**src/rtl/chip_pkg.sv**
```systemverilog
// Shared definitions for the capture sequencer slice.
// Holds widths, default frame length and state encodings.
package chip_pkg;

    localparam int LEN_W   = 20;
    localparam int HO_W    = 16;
    localparam int TO_W    = 24;
    localparam int DEF_LEN = 4000;

    typedef enum logic [2:0] {
        ST_IDLE  = 3'd0,
        ST_ARMED = 3'd1,
        ST_CAPT  = 3'd2,
        ST_DONE  = 3'd3,
        ST_HOLD  = 3'd4
    } state_t;

    // Frame length actually used: zero selects the default.
    function automatic logic [LEN_W-1:0] eff_len(
        input logic [LEN_W-1:0] len
    );
        return (len == '0) ? LEN_W'(DEF_LEN) : len;
    endfunction

endpackage

```
**src/rtl/chip_cap_ctrl_if.sv**
```systemverilog
// Path selector / frame buffer handshake bundle.
// slave: capture controller; master: selector + buffer side.
interface chip_cap_ctrl_if;
    import chip_pkg::*;

    logic             d1_vld;
    logic [6:0]       sel_path;
    logic             buf_afull;
    logic             buf_rdy;
    logic [LEN_W-1:0] cfg_len;
    logic             buf_wr;

    modport slave (
        input  d1_vld, sel_path, buf_afull,
        output buf_rdy, cfg_len, buf_wr
    );

    modport master (
        output d1_vld, sel_path, buf_afull,
        input  buf_rdy, cfg_len, buf_wr
    );

endinterface

```
**src/rtl/chip_dncnt.sv**
```systemverilog
// Loadable down-counter that holds at zero, with a zero flag.
// Ports: clk_sys, rst, load/load_val, en (decrement), zero.
module chip_dncnt #(
    parameter int W = 16
) (
    input  logic         clk_sys,
    input  logic         rst,
    input  logic         load,
    input  logic [W-1:0] load_val,
    input  logic         en,
    output logic         zero
);

    logic [W-1:0] cnt;

    always_ff @(posedge clk_sys or posedge rst) begin
        if (rst) begin
            cnt <= '0;
        end else if (load) begin
            cnt <= load_val;
        end else if (en && (cnt != '0)) begin
            cnt <= cnt - W'(1);
        end
    end

    assign zero = (cnt == '0);

endmodule

```
**src/rtl/chip_cap_ctrl.sv**
```systemverilog
// Capture sequencer: arms the path, counts frame samples, holds for readout.
// Ports: clk_sys/rst, cmd_*, cfg_*, rd_done, ps (selector bundle), status.
module chip_cap_ctrl
    import chip_pkg::*;
(
    input  logic             clk_sys,
    input  logic             rst,
    input  logic             cmd_arm,
    input  logic             cmd_abort,
    input  logic             cfg_cont,
    input  logic [LEN_W-1:0] cfg_frame_len,
    input  logic [HO_W-1:0]  cfg_holdoff,
    input  logic [TO_W-1:0]  cfg_timeout,
    input  logic             rd_done,
    chip_cap_ctrl_if.slave   ps,
    output logic [6:0]       frm_path,
    output logic [LEN_W-1:0] frm_cnt,
    output logic             frm_done,
    output logic             irq,
    output logic             tmo,
    output logic             ovf,
    output logic [15:0]      frm_num,
    output logic [2:0]       st
);

    state_t           state;
    logic [LEN_W-1:0] cfg_len_q;
    logic             rdy;
    logic             wr;
    logic [LEN_W-1:0] cnt_nxt;
    logic             last;
    logic             rearm;
    logic             to_ld;
    logic [TO_W-1:0]  to_val;
    logic             to_zero;
    logic             tmo_hit;
    logic             ho_ld;
    logic [HO_W-1:0]  ho_val;
    logic             ho_zero;

    assign rdy = ((state == ST_ARMED) || (state == ST_CAPT))
               && !ps.buf_afull;
    assign wr  = ps.d1_vld && rdy;

    assign ps.buf_rdy = rdy;
    assign ps.buf_wr  = wr;
    assign ps.cfg_len = cfg_len_q;
    assign st         = state;

    // frm_cnt is 0 in ARMED, so one compare covers len == 1 too.
    assign cnt_nxt = frm_cnt + LEN_W'(1);
    assign last    = (cnt_nxt == cfg_len_q);

    assign rearm = (state == ST_HOLD) && ho_zero && cfg_cont;

    // Timeout counter reloads on every entry to ARMED and holds
    // at zero, which gives the saturating behaviour.
    assign to_ld  = ((state == ST_IDLE) && cmd_arm) || rearm;
    assign to_val = (cfg_timeout == '0) ? '0
                  : cfg_timeout - TO_W'(1);
    assign tmo_hit = (state == ST_ARMED) && (cfg_timeout != '0)
                   && to_zero && !wr;

    // Holdoff of N cycles: load N-1 so the exit fires in the Nth
    // HOLD cycle; zero still spends one cycle in HOLD.
    assign ho_ld  = (state == ST_DONE) && rd_done;
    assign ho_val = (cfg_holdoff == '0) ? '0
                  : cfg_holdoff - HO_W'(1);

    chip_dncnt #(.W(TO_W)) u_to (
        .clk_sys  (clk_sys),
        .rst      (rst),
        .load     (to_ld),
        .load_val (to_val),
        .en       (state == ST_ARMED),
        .zero     (to_zero)
    );

    chip_dncnt #(.W(HO_W)) u_ho (
        .clk_sys  (clk_sys),
        .rst      (rst),
        .load     (ho_ld),
        .load_val (ho_val),
        .en       (state == ST_HOLD),
        .zero     (ho_zero)
    );

    always_ff @(posedge clk_sys or posedge rst) begin
        if (rst) begin
            state     <= ST_IDLE;
            cfg_len_q <= LEN_W'(DEF_LEN);
            frm_path  <= '0;
            frm_cnt   <= '0;
            frm_done  <= 1'b0;
            irq       <= 1'b0;
            tmo       <= 1'b0;
            ovf       <= 1'b0;
            frm_num   <= '0;
        end else begin
            irq <= 1'b0;
            if (cmd_abort) begin
                state    <= ST_IDLE;
                frm_done <= 1'b0;
            end else begin
                unique case (state)
                    ST_IDLE: begin
                        if (cmd_arm) begin
                            cfg_len_q <= eff_len(cfg_frame_len);
                            frm_cnt   <= '0;
                            frm_path  <= '0;
                            tmo       <= 1'b0;
                            ovf       <= 1'b0;
                            state     <= ST_ARMED;
                        end
                    end
                    ST_ARMED: begin
                        if (wr) begin
                            frm_path <= ps.sel_path;
                            frm_cnt  <= cnt_nxt;
                            if (last) begin
                                frm_done <= 1'b1;
                                irq      <= 1'b1;
                                frm_num  <= frm_num + 16'd1;
                                state    <= ST_DONE;
                            end else begin
                                state <= ST_CAPT;
                            end
                        end else if (tmo_hit) begin
                            tmo   <= 1'b1;
                            irq   <= 1'b1;
                            state <= ST_IDLE;
                        end
                    end
                    ST_CAPT: begin
                        if (ps.d1_vld && !rdy) begin
                            ovf <= 1'b1;
                        end
                        if (wr) begin
                            frm_cnt <= cnt_nxt;
                            if (last) begin
                                frm_done <= 1'b1;
                                irq      <= 1'b1;
                                frm_num  <= frm_num + 16'd1;
                                state    <= ST_DONE;
                            end
                        end
                    end
                    ST_DONE: begin
                        if (rd_done) begin
                            frm_done <= 1'b0;
                            state    <= ST_HOLD;
                        end
                    end
                    ST_HOLD: begin
                        if (ho_zero) begin
                            if (cfg_cont) begin
                                frm_cnt <= '0;
                                state   <= ST_ARMED;
                            end else begin
                                state <= ST_IDLE;
                            end
                        end
                    end
                    default: state <= ST_IDLE;
                endcase
            end
        end
    end

endmodule

```
**src/flat_wrapper.sv**
```systemverilog
// flat-port wrapper written by rule: the top's interface ports become plain ports
module chip_cap_ctrl_flat import chip_pkg::*;
  (clk_sys, rst, cmd_arm, cmd_abort, cfg_cont, cfg_frame_len, cfg_holdoff, cfg_timeout, rd_done, frm_path, frm_cnt, frm_done, irq, tmo, ovf, frm_num, st, ps_d1_vld, ps_sel_path, ps_buf_afull, ps_buf_rdy, ps_cfg_len, ps_buf_wr);
  chip_cap_ctrl_if ps_i ();
  input  logic clk_sys;
  input  logic rst;
  input  logic cmd_arm;
  input  logic cmd_abort;
  input  logic cfg_cont;
  input  logic [LEN_W-1:0] cfg_frame_len;
  input  logic [HO_W-1:0] cfg_holdoff;
  input  logic [TO_W-1:0] cfg_timeout;
  input  logic rd_done;
  output logic [6:0] frm_path;
  output logic [LEN_W-1:0] frm_cnt;
  output logic frm_done;
  output logic irq;
  output logic tmo;
  output logic ovf;
  output logic [15:0] frm_num;
  output logic [2:0] st;
  input wire logic [$bits(ps_i.d1_vld)-1:0] ps_d1_vld;
  input wire logic [$bits(ps_i.sel_path)-1:0] ps_sel_path;
  input wire logic [$bits(ps_i.buf_afull)-1:0] ps_buf_afull;
  output wire logic [$bits(ps_i.buf_rdy)-1:0] ps_buf_rdy;
  output wire logic [$bits(ps_i.cfg_len)-1:0] ps_cfg_len;
  output wire logic [$bits(ps_i.buf_wr)-1:0] ps_buf_wr;
  assign ps_i.d1_vld = ps_d1_vld;
  assign ps_i.sel_path = ps_sel_path;
  assign ps_i.buf_afull = ps_buf_afull;
  assign ps_buf_rdy = ps_i.buf_rdy;
  assign ps_cfg_len = ps_i.cfg_len;
  assign ps_buf_wr = ps_i.buf_wr;
  chip_cap_ctrl u_core (.clk_sys(clk_sys), .rst(rst), .cmd_arm(cmd_arm), .cmd_abort(cmd_abort), .cfg_cont(cfg_cont), .cfg_frame_len(cfg_frame_len), .cfg_holdoff(cfg_holdoff), .cfg_timeout(cfg_timeout), .rd_done(rd_done), .ps(ps_i), .frm_path(frm_path), .frm_cnt(frm_cnt), .frm_done(frm_done), .irq(irq), .tmo(tmo), .ovf(ovf), .frm_num(frm_num), .st(st));
endmodule
```
**config.mk**
```make
export PLATFORM = sky130hd
export DESIGN_NAME = chip_cap_ctrl_flat
export DESIGN_NICKNAME = d
export VERILOG_FILES = /design/src/rtl/chip_pkg.sv /design/src/rtl/chip_cap_ctrl_if.sv /design/src/rtl/chip_dncnt.sv /design/src/rtl/chip_cap_ctrl.sv /design/src/flat_wrapper.sv
export SDC_FILE = /design/constraint.sdc
export NUM_CORES = 1
export LEC_CHECK = 0
export CORE_MARGIN = 3
export CORE_UTILIZATION = 25
export CTS_BUF_LIST = sky130_fd_sc_hd__clkbuf_2 sky130_fd_sc_hd__clkbuf_4 sky130_fd_sc_hd__clkbuf_8
export CTS_CLUSTER_DIAMETER = 50
export DETAILED_ROUTE_END_ITERATION = 6
export PLACE_DENSITY = 0.49
export SYNTH_ARGS = -nofsm -noshare
export SYNTH_HDL_FRONTEND = slang
export SYNTH_HIERARCHICAL = 1
export SYNTH_SLANG_ARGS = --single-unit
```
**constraint.sdc**
```tcl
create_clock -name clk_sys -period 9.4 [get_ports clk_sys]
set_input_delay 1.88 -clock clk_sys [delete_from_list [all_inputs] [get_ports clk_sys]]
set_output_delay 1.88 -clock clk_sys [all_outputs]
set_load 0.01 [all_outputs]
```
-- Word level (Yosys, flattened, before mapping)
Index checks and enable logic that the tools add are counted.
Widths: inputs -> output; s select.
- output and inout bits: 72
- flip-flop bits (word level): 110
- logic and storage cells: 123
- bitwise gates (word level): 1
- reductions and logical operators: 41
- eq/ne operators: 21
- muxes and demuxes: 43
- add/sub/neg operators: 6
- operators with widths (kind ; count):
    $mux 20 ; 5
    $mux 24 ; 3
    $pmux 20 s3 ; 1
    $logic_not 24->1 ; 2
    $mux 16 ; 3
    $reduce_bool 24->1 ; 2
    $sub 24x1->24 const B ; 2
    $logic_not 16->1 ; 2
    $sub 16x1->16 const B ; 2
    $mux 3 ; 8
    $add 20x1->20 const B ; 1
    $eq 20x20->1 ; 1
    $logic_not 20->1 ; 1
    $add 16x1->16 const B ; 1
    $reduce_and 4->1 ; 4
    $reduce_bool 16->1 ; 1
    $mux 1 ; 15
    $pmux 3 s5 ; 1
    $mux 7 ; 2
    $pmux 7 s2 ; 1
    $logic_and 1x1->1 ; 12
    $reduce_and 6->1 ; 2
    $ne 3x2->1 const B ; 3
    $ne 2x1->1 const B ; 4
    other kinds (17) ; 33

-- Logic depth before layout (Yosys ltp)
- word-level depth: 10
- depth in mapped cells: 12
- depth with buffers taken out: 12

-- Cells and area by module
Netlist, hierarchy kept.
- modules (own cells, without submodules) (module ; instances ; area each (µm²) ; cells an instance):
    chip_cap_ctrl ; 1 ; 4890.9 ; 580
    chip_dncnt at u_core.u_to ; 1 ; 1500.2 ; 173
    chip_dncnt at u_core.u_ho ; 1 ; 1034.7 ; 122

-- Least setup slack after synthesis
OpenSTA, ideal clock, no wires.
- path type: input to output
- start point: input port ps_buf_afull
- end point: output port ps_buf_wr
- data required time: 7.520 ns
- setup slack: 4.918 ns
- cell stages on the path: 3
- path buffers: 0
- data arrival time: 2.602 ns
- cell sequence: nor3_1 -> nand2_1 -> inv_1
- longest elaborated chain between the ends: 3
- ends and longest elaborated chain (item ; line ; text):
    from (decl) ; flat_wrapper.sv:24 ; input wire logic [$bits(ps_i.buf_afull)-1:0] ps_buf_afull;
    $logic_not 1->1 ; chip_cap_ctrl.sv:42 ; && !ps.buf_afull;
    $logic_and 1x1->1 ; chip_cap_ctrl.sv:42 ;
    $logic_and 1x1->1 ; chip_cap_ctrl.sv:43 ; assign wr = ps.d1_vld && rdy;
    to (decl) ; flat_wrapper.sv:27 ; output wire logic [$bits(ps_i.buf_wr)-1:0] ps_buf_wr;
Every way passes these cells.

-- Final worst setup path
Same ends and word-level chain as after synthesis.

==> impl_metrics.yaml <==
clock_network:
  cts_sinks: 110
  postCtsHoldBufs: 0
  cts.clk_slew.worst_paths_ns: 0.10
  cts_resized: 0
  cts_buffers: 9
  cts_setup_buffers: 0
  clock_tree.buffer_depth: 2
  cts_tree: "yes"
  cts-root-buf: "clkbuf_8"
  worstSkewPairLatency_ns: 0.39
  h-tree-depth: 3
worst_setup_path:
  crit_chain: "clkdlybuf4s50_1 > nor3_1 > nand2_1 > inv_1 > clkdlybuf4s50_1"
  critPathMaxFanout: 6
  critPathLaunchType: "input port"
  crit_path_end_kind: "primary output"
  r2r_start: "u_core/frm_cnt[5]"
  cp_top_family: "buffers and inverters"
  cp.required_ns: 7.52
  slowest_stage: "clkdlybuf4s50_1"
  reg2reg_slack_ns: 5.60
  slowest_delay_ns: 0.58
  r2r_end: "u_core/frm_num[1]"
  worstPathArrival_ns: 3.56
  r2r.worst_path.cells: 9
  critPathBufInv: 3
  worstSetupPathType: "in -> out"
  crit_top_cell: "clkdlybuf4s50_1"
grt:
  met2_usage: 0.240
  grt-ovfl-total: 0
  grt_busiest_layer: "met2"
  grt_max_degree: 71
  grt_pass1_wl_um: 36900
  use_met1: 0.197
  antenna_found_initial: 0
  use_met3: 0.0168
  first_global_vias: 6815
  grt_use_total: 0.145
floorplan:
  placementRows: 62
  start_util: 0.256
  die_area_mm2: 0.0318
  ioPinCount: 147
  coreArea_mm2: 0.0290
  die_w_um: 178
  die_y_um: 178
detailed_routing:
  vias_per_cell: 5.04
  drt-total-wl_um: 23400
  dr.first_iter.drc_count: 454
  drc: 0
  wl_per_cell_um: 16.9
  drtAntennaViolNets: 0
  vias: 6969
  drtPass1Iterations: 5
pwr:
  combPwrFrac: 0.241
  clkPwrFrac: 0.294
  intPower_uw: 875
  seq_power_share: 0.465
  leakage_nw: 3.37
  p_sw_frac: 0.302
  vdd_drop_max_mv: 0.0535
  p_sw_uw: 379
  powerDensity_mw_per_mm2: 132
layout:
  insertedDiodeCount: 0
  synthToLayoutAreaGrowth_pct: 28.1
  nets: 1076
  fin_util: 0.328
  final_cells: 1382
  drive_above_1_share: 0.0701
  fill_cells: 3121
synthesis:
  syn_area_per_cell_um2: 8.49
  synth_nets: 958
  synth_edf_count: 0
  syn-cell-area_mm2: 0.00743
  async_reset_ff_frac: 1.00
  yosysWarnings: 6
  ys_seq_elements: 110
  synth_cells: 875
  ys_seq_area_frac: 0.372
  synthFlopType: "dfrtp_1"
  yosysMostFrequentCell: "dfrtp_1"
  synth_top_cell_area_share: 0.350
  yosys.area.top_type: "dfrtp_1"
  synth.distinct_cells: 74
  synthTopCellsByCount: "dfrtp_1 (104), nor2_1 (96), nand2_1 (76), o21ai_0 (57), xnor2_1 (51)"
  synth_area_leaders: "dfrtp_1 (35%), xnor2_1 (6.0%), nor2_1 (4.9%)"
placed_design:
  io_buffers: 146
  dpl.cell_count: 1366
  dp_hpwl_um: 17400
  gp_congestion: 0.839
  place_ws_ns: 3.96
outcome:
  outcome: "complete, no violations"
min_path:
  whs_path_depth: 1
  min_from: "u_core/frm_num[15]"
  hold_class: "reg -> reg"
  hold_end: "u_core/frm_num[15]"
sta:
  worst_slack_ns: 3.96
  worst_pin_slew_ns: 0.983
  skew_ns: 0.0220
  hold_violations: 0
  fin_setup_tns_ns: 0
  drv_slew: 0
  maxSlewHeadroom: 0.344
  final-setup-viol-count: 0
  rsz0062_at_grt: "no"
  min_period_over_period: 0.578
  fmax_mhz: 184
  min_period_ns: 5.44
job:
  cap_violations: 0
-- flip-flops by register name, summed over array words and instances (netlist names) --
| signal | flops |
|---|---|
| u_core/st | 3 |
| u_core/frm_cnt | 20 |
| u_core/u_ho/cnt | 16 |
| u_core/ovf | 1 |
| u_core/ps.cfg_len | 20 |
| u_core/frm_done | 1 |
| u_core/frm_num | 16 |
| u_core/irq | 1 |
| u_core/frm_path | 7 |
| u_core/u_to/cnt | 24 |
| u_core/tmo | 1 |
-- placed cells by master (no fill, tap or decap), types with 5 or more instances in the layout --
cell             Yosys  routed
o21ai_0             57      57
nand4_1             22      22
a21oi_1             38      38
nor3b_1              5       5
o22a_1               6       6
o311ai_0             5       5
or4_1               19      19
nand2b_1            10      10
nand4b_1             9       9
o31ai_1             22      22
dfrtp_1            104     104
nor4_1              23      22
nor2_1              96      95
dfstp_2              6       6
clkbuf_8             0      11
xor2_1              19      19
nand3_1             29      29
buf_4                2       8
ha_1                 8       8
nor3_1              32      31
o41ai_1             10      10
clkdlybuf4s50_1      0     146
and3_1              14      14
and4_1               6       6
or3_1               15      15
xnor2_1             51      51
a31oi_1             21      21
mux2_2              16      16
inv_1               23      22
a22o_1               9       9
and2_1               8       8
nand2_1             76      76
-- final cells by class --
type	instances	area (um2)	share of cell area
Inverter	25	95.1	0.0100
Multi-Input combinational cell	693	4400	0.462
Sequential cell	110	2760	0.290
Tap cell	384	480	0.0505
Timing Repair Buffer	154	1520	0.160
Clock buffer	13	166	0.0175
Clock inverter	3	90.1	0.00947
-- metrics by stage --
stage | instance area, um2 | total power, mW | hold slack, ns
after global placement | 9250 | 0.894 | 0.475
after floorplan | 7430 | 0.745 | 0.444
after CTS | 9500 | 1.27 | 0.499
after detailed placement | 9250 | 0.895 | 0.480
after global routing | 9510 | 1.33 | 0.518
final | 9510 | 1.25 | 0.499
-- power groups by stage --
stage	clock network, mW	registers (mW)	logic [mW]
after detailed placement	0	0.593	0.302
after global placement	0	0.592	0.301
after CTS	0.384	0.583	0.304
after floorplan	0	0.582	0.164
final	0.369	0.584	0.302
after global routing	0.404	0.593	0.332
-- metal layers --
metal	vias up	share of wire
li1	3483	-
met1	3318	0.47
met2	144	0.47
met3	24	0.037
met5	-	0
met4	0	0.019
-- how the worst max path moves through the flow --
stage                             from        end  slack (ns)  depth (start not counted)
final                     ps_buf_afull  ps_buf_wr        3.96                          5
after floorplan           ps_buf_afull  ps_buf_wr        4.92                          3
after CTS                 ps_buf_afull  ps_buf_wr        3.96                          5
after global routing      ps_buf_afull  ps_buf_wr        3.88                          5
after global placement    ps_buf_afull  ps_buf_wr        3.98                          5
after detailed placement  ps_buf_afull  ps_buf_wr        3.96                          5
-- cells by family after synthesis --
group	share of synthesized area
AND/OR/NAND/NOR	0.279
XOR/XNOR	0.0826
buffers and inverters	0.0401
AO/OA/AOI/OAI	0.185
flip-flops	0.372
multiplexers	0.0286
adder cells (fa/ha/maj)	0.0135
Power figures use the tool's default switching activity.
